`config.mk`:
```
export PLATFORM = sky130hd
export DESIGN_NAME = seg7_scan_driver
export DESIGN_NICKNAME = d
export VERILOG_FILES = /design/src/rtl/seg7_scan_driver.sv
export SDC_FILE = /design/constraint.sdc
export NUM_CORES = 1
export LEC_CHECK = 0
export CORE_ASPECT_RATIO = 0.5
export CORE_MARGIN = 5
export CORE_UTILIZATION = 45
export CTS_CLUSTER_SIZE = 12
export DETAILED_ROUTE_END_ITERATION = 7
export GPL_ROUTABILITY_DRIVEN = 1
export HOLD_SLACK_MARGIN = 0.02
export PLACE_DENSITY = 0.66
export SYNTH_ARGS = -nofsm -noshare
export SYNTH_HDL_FRONTEND = slang
export SYNTH_SLANG_ARGS = --single-unit
```
`constraint.sdc`:
```
create_clock -name fclk -period 2.4 [get_ports fclk]
set_input_delay 0.48 -clock fclk [delete_from_list [all_inputs] [get_ports fclk]]
set_output_delay 0.48 -clock fclk [all_outputs]
set_load 0.02 [all_outputs]
```
`src/rtl/seg7_scan_driver.sv`:
```
// rtl/seg7_scan_driver.sv - multi-digit multiplexed seven-segment driver with dp, blank, blink and anti-ghost guard
module seg7_scan_driver #(
    parameter int NUM_DIGITS  = 4,
    parameter int REFRESH_DIV = 50000,
    parameter int GUARD       = 2,
    parameter int BLINK_DIV   = 64
) (
    input  logic                      fclk,
    input  logic                      rst_n,
    input  logic                      load,
    input  logic [4*NUM_DIGITS-1:0]   digits,
    input  logic [NUM_DIGITS-1:0]     dp_mask,
    input  logic [NUM_DIGITS-1:0]     blank_mask,
    input  logic [NUM_DIGITS-1:0]     blink_mask,
    output logic [7:0]                seg,
    output logic [NUM_DIGITS-1:0]     an,
    output logic                      frame_tick
);

    localparam int SW = $clog2(REFRESH_DIV);
    localparam int DW = $clog2(NUM_DIGITS);
    localparam int FW = (BLINK_DIV > 1) ? $clog2(BLINK_DIV) : 1;

    localparam logic [SW-1:0] SLOT_LAST  = SW'(REFRESH_DIV - 1);
    localparam logic [SW-1:0] GUARD_END  = SW'(GUARD);
    localparam logic [DW-1:0] DIGIT_LAST = DW'(NUM_DIGITS - 1);
    localparam logic [FW-1:0] FRAME_LAST = FW'(BLINK_DIV - 1);

    logic [4*NUM_DIGITS-1:0] sh_digits;
    logic [NUM_DIGITS-1:0]   sh_dp;
    logic [NUM_DIGITS-1:0]   sh_blank;
    logic [NUM_DIGITS-1:0]   sh_blink;

    logic [SW-1:0] slot_cnt;
    logic [DW-1:0] digit_idx;
    logic [FW-1:0] frame_cnt;
    logic          blink_off;
    logic          slot_wrap;

    logic [3:0]            cur_hex;
    logic                  cur_dark;
    logic [7:0]            seg_nxt;
    logic [NUM_DIGITS-1:0] an_nxt;

    function automatic logic [6:0] enc(input logic [3:0] h);
        logic [6:0] s;
        case (h)
            4'h0: s = 7'h3F;
            4'h1: s = 7'h06;
            4'h2: s = 7'h5B;
            4'h3: s = 7'h4F;
            4'h4: s = 7'h66;
            4'h5: s = 7'h6D;
            4'h6: s = 7'h7D;
            4'h7: s = 7'h07;
            4'h8: s = 7'h7F;
            4'h9: s = 7'h6F;
            4'hA: s = 7'h77;
            4'hB: s = 7'h7C;
            4'hC: s = 7'h39;
            4'hD: s = 7'h5E;
            4'hE: s = 7'h79;
            default: s = 7'h71;
        endcase
        return s;
    endfunction

    always_ff @(posedge fclk or negedge rst_n) begin
        if (!rst_n) begin
            sh_digits <= '0;
            sh_dp     <= '0;
            sh_blank  <= '0;
            sh_blink  <= '0;
        end else if (load) begin
            sh_digits <= digits;
            sh_dp     <= dp_mask;
            sh_blank  <= blank_mask;
            sh_blink  <= blink_mask;
        end
    end

    assign slot_wrap  = (slot_cnt == SLOT_LAST);
    assign frame_tick = slot_wrap && (digit_idx == DIGIT_LAST);

    always_ff @(posedge fclk or negedge rst_n) begin
        if (!rst_n) begin
            slot_cnt  <= '0;
            digit_idx <= '0;
            frame_cnt <= '0;
            blink_off <= 1'b0;
        end else begin
            slot_cnt <= slot_wrap ? '0 : slot_cnt + 1'b1;
            if (slot_wrap)
                digit_idx <= (digit_idx == DIGIT_LAST) ? '0 : digit_idx + 1'b1;
            if (frame_tick) begin
                if (frame_cnt == FRAME_LAST) begin
                    frame_cnt <= '0;
                    blink_off <= ~blink_off;
                end else begin
                    frame_cnt <= frame_cnt + 1'b1;
                end
            end
        end
    end

    // Guard cycles at slot start keep every anode off while the cathodes settle.
    always_comb begin
        cur_hex  = sh_digits[{digit_idx, 2'b00} +: 4];
        cur_dark = sh_blank[digit_idx] | (sh_blink[digit_idx] & blink_off);
        seg_nxt  = 8'hFF;
        an_nxt   = '1;
        if (slot_cnt >= GUARD_END && !cur_dark) begin
            seg_nxt = ~{sh_dp[digit_idx], enc(cur_hex)};
            an_nxt  = ~(NUM_DIGITS'(1) << digit_idx);
        end
    end

    always_ff @(posedge fclk or negedge rst_n) begin
        if (!rst_n) begin
            seg <= 8'hFF;
            an  <= '1;
        end else begin
            seg <= seg_nxt;
            an  <= an_nxt;
        end
    end

endmodule
```
==> flow_summary.json <==
{
  "ys_seq_area_frac": 0.522,
  "start_kind": "flop",
  "synth_largest_area_cell": "dfrtp_1",
  "dp_slack_ps": 68.8,
  "yosys_warnings": 0,
  "swShare": 0.206,
  "die_x_um": 128,
  "outcome": "complete, no violations",
  "die_area_sq_um": 8870,
  "ys_top_cells_by_area": "dfrtp_1 42%, mux2_2 11%, dfstp_2 10%",
  "drtIter0Drc": 131,
  "synth.net_count": 295,
  "grt_max_degree": 29,
  "synth_area_sq_um": 3150,
  "root_buffer": "clkbuf_16",
  "n_antenna_cell": 0,
  "num_io_pins": 44,
  "yosys.area.top_type_share": 0.421,
  "critPathMaxFanout": 5,
  "netlist-cell-type-count": 45,
  "grt-ovfl-total": 0,
  "clock_latency_ps": 330,
  "cts_buffers": 9,
  "route.detailed.drc": 0,
  "internal_power_uw": 2320,
  "max-vdd-ir-drop_uv": 562,
  "ys_ff_latch": 65,
  "layout_commonest_cell": "dfrtp_1",
  "initial_utilization": 0.468,
  "skew_ps": 6.86,
  "routed_wirelength_mm": 5.83,
  "timing.final.ws_setup_ps": 193,
  "rsz0062_at_grt": "no",
  "clockPowerShare": 0.479,
  "row_count": 21,
  "cp_data_arrival_time_ps": 1730,
  "antenna_found_initial": 0,
  "final_util": 0.595,
  "grt_pass1_vias": 2112,
  "fin_setup_tns_ps": 0,
  "clock-sinks": 65,
  "via_count": 2068,
  "final_cell_mix": "53 x dfrtp_1, 41 x clkdlybuf4s50_1, 31 x mux2_2",
  "hold_violations": 0,
  "critPathCaptureType": "output pin",
  "core_sq_um": 6730,
  "wl_per_cell_um": 14.6,
  "htree_levels": 3,
  "firstDrtPassIters": 4,
  "grt_util_all_layers": 0.145,
  "synth.avg_cell_area_sq_um": 12.5,
  "antenna_left": 0,
  "min_period_ps": 2210,
  "critPathKind": "flop to output pin",
  "final_max_slew_viol_count": 0,
  "fin_crit_sh": 0.920,
  "nets": 347,
  "final-setup-viol-count": 0,
  "cap_violations": 0,
  "power_density_nw_per_um2": 729,
  "leakage_uw": 0.00174,
  "drive_gt1_frac": 0.263,
  "cts_buffer_depth": 2,
  "p_switching_uw": 600,
  "dieHeight_um": 69.1,
  "share_comb_of_total_power": 0.106,
  "grt_pass1_wl_mm": 10.1,
  "viasPerCell": 5.17,
  "cp.required_ps": 1920,
  "cts_tree": "built",
  "clkTransAtPathRegs_ps": 50,
  "worst_pin_slew_ps": 492,
  "maxSlewHeadroom": 0.671,
  "hpwl_mm": 4.27,
  "io_buffer_count": 43,
  "seq_power_share": 0.414,
  "gp_congestion": 0.754,
  "r2r_cells": 7,
  "syn_inst": 251,
  "timing.fmax_mhz": 453,
  "hold_path.class": "input port to async pin",
  "area_growth_pct": 27.3
}
worst paths after layout:
path                         startpoint           to  slack [ps]
min in group fclk             blink_off    blink_off         470
setup / recovery            slot_cnt[0]   frame_tick         190
hold / removal                    rst_n  sh_blink[3]          80
hold reg to reg               blink_off    blink_off         470
max in group asynchronous         rst_n        an[0]        1580
setup reg to reg           digit_idx[0]       seg[3]         300
cells by family after synthesis:
family,count (synthesis),synth area share
simple gates,78,0.138
flops,65,0.522
mux,42,0.174
buf+inv,20,0.0330
compound gates,19,0.0433
xor+xnor,14,0.0390
fa+ha+maj,13,0.0517
layer usage:
layer | share of wire | track usage | up-vias
met5 | 0 | 0 | -
met4 | 0.011 | 0.0671 | 0
met3 | 0.055 | 0.0540 | 5
met2 | 0.47 | 0.219 | 35
met1 | 0.46 | 0.185 | 1027
li1 | - | - | 1001
cells in the mapped netlist (all sizes together):
| cell | number |
|---|---|
| ha | 13 |
| nand2b | 2 |
| xor2 | 8 |
| a21oi | 4 |
| a2bb2oi | 1 |
| xnor2 | 6 |
| a31oi | 1 |
| inv | 9 |
| nand4 | 7 |
| dfrtp | 53 |
| mux2i | 4 |
| and4 | 3 |
| buf | 6 |
| nand3 | 12 |
| o2111a | 1 |
| nor2 | 11 |
| nor4 | 1 |
| nor3 | 6 |
| a21o | 1 |
| nand2 | 16 |
| or3 | 2 |
| nor2b | 3 |
| o221ai | 1 |
| o2111ai | 1 |
| o31ai | 1 |
| mux4 | 7 |
| clkbuf | 5 |
| nor3b | 1 |
| o311ai | 1 |
| or4b | 1 |
| or2 | 1 |
| mux2 | 31 |
| a22oi | 1 |
| o21ai | 5 |
| and3 | 5 |
| and2 | 4 |
| dfstp | 12 |
| or4 | 3 |
| a21bo | 1 |
final cells by class:
class                      count  area [sq um]
clock inverter                 3          65.1
timing repair buffer          52           488
fill                         552          2720
sequential                    65          1640
tap                           92           115
clock buffer                  13           260
multi-input combinational    166          1400
inverter                       9          33.8
sequential cells by signal, indices dropped and copies added, names as in the netlist:
| register | cells |
|---|---|
| blink_off | 1 |
| digit_idx | 2 |
| an | 4 |
| slot_cnt | 16 |
| seg | 8 |
| sh_dp | 4 |
| sh_blank | 4 |
| frame_cnt | 6 |
| sh_digits | 16 |
| sh_blink | 4 |
through the flow:
stage / std cells / power [uW] / hold slack, ps / area (sq um)
global placement: 384 / 1530 / 422 / 3680
CTS: 400 / 2970 / 70.8 / 4010
detailed placement: 384 / 1540 / 428 / 3680
floorplan: 251 / 1400 / 184 / 3150
global route: 400 / 3040 / 108 / 4010
finish: 400 / 2920 / 76.2 / 4010
critical path: stages, from the launching register on:
cell	delay, ps
dfrtp_1	390
ha_1	220
nand3_1	140
nor3_1	190
and4_1	270
clkbuf_2	190
what timing repair did:
item / CTS / global route
buffers inserted: 0 / 0
setup endpoints to repair: 1 / 1
gates resized for setup: 2 / 1
pin swaps: 0 / 0
hold buffers: 0 / 0
power groups by stage:
stage	sequential, uW	clock (uW)	combinational, uW
floorplan	1250	0	150
global placement	1220	0	310
detailed placement	1230	0	316
CTS	1210	1440	317
global route	1210	1480	342
finish	1210	1400	310
(Power assumes the default switching activity.)
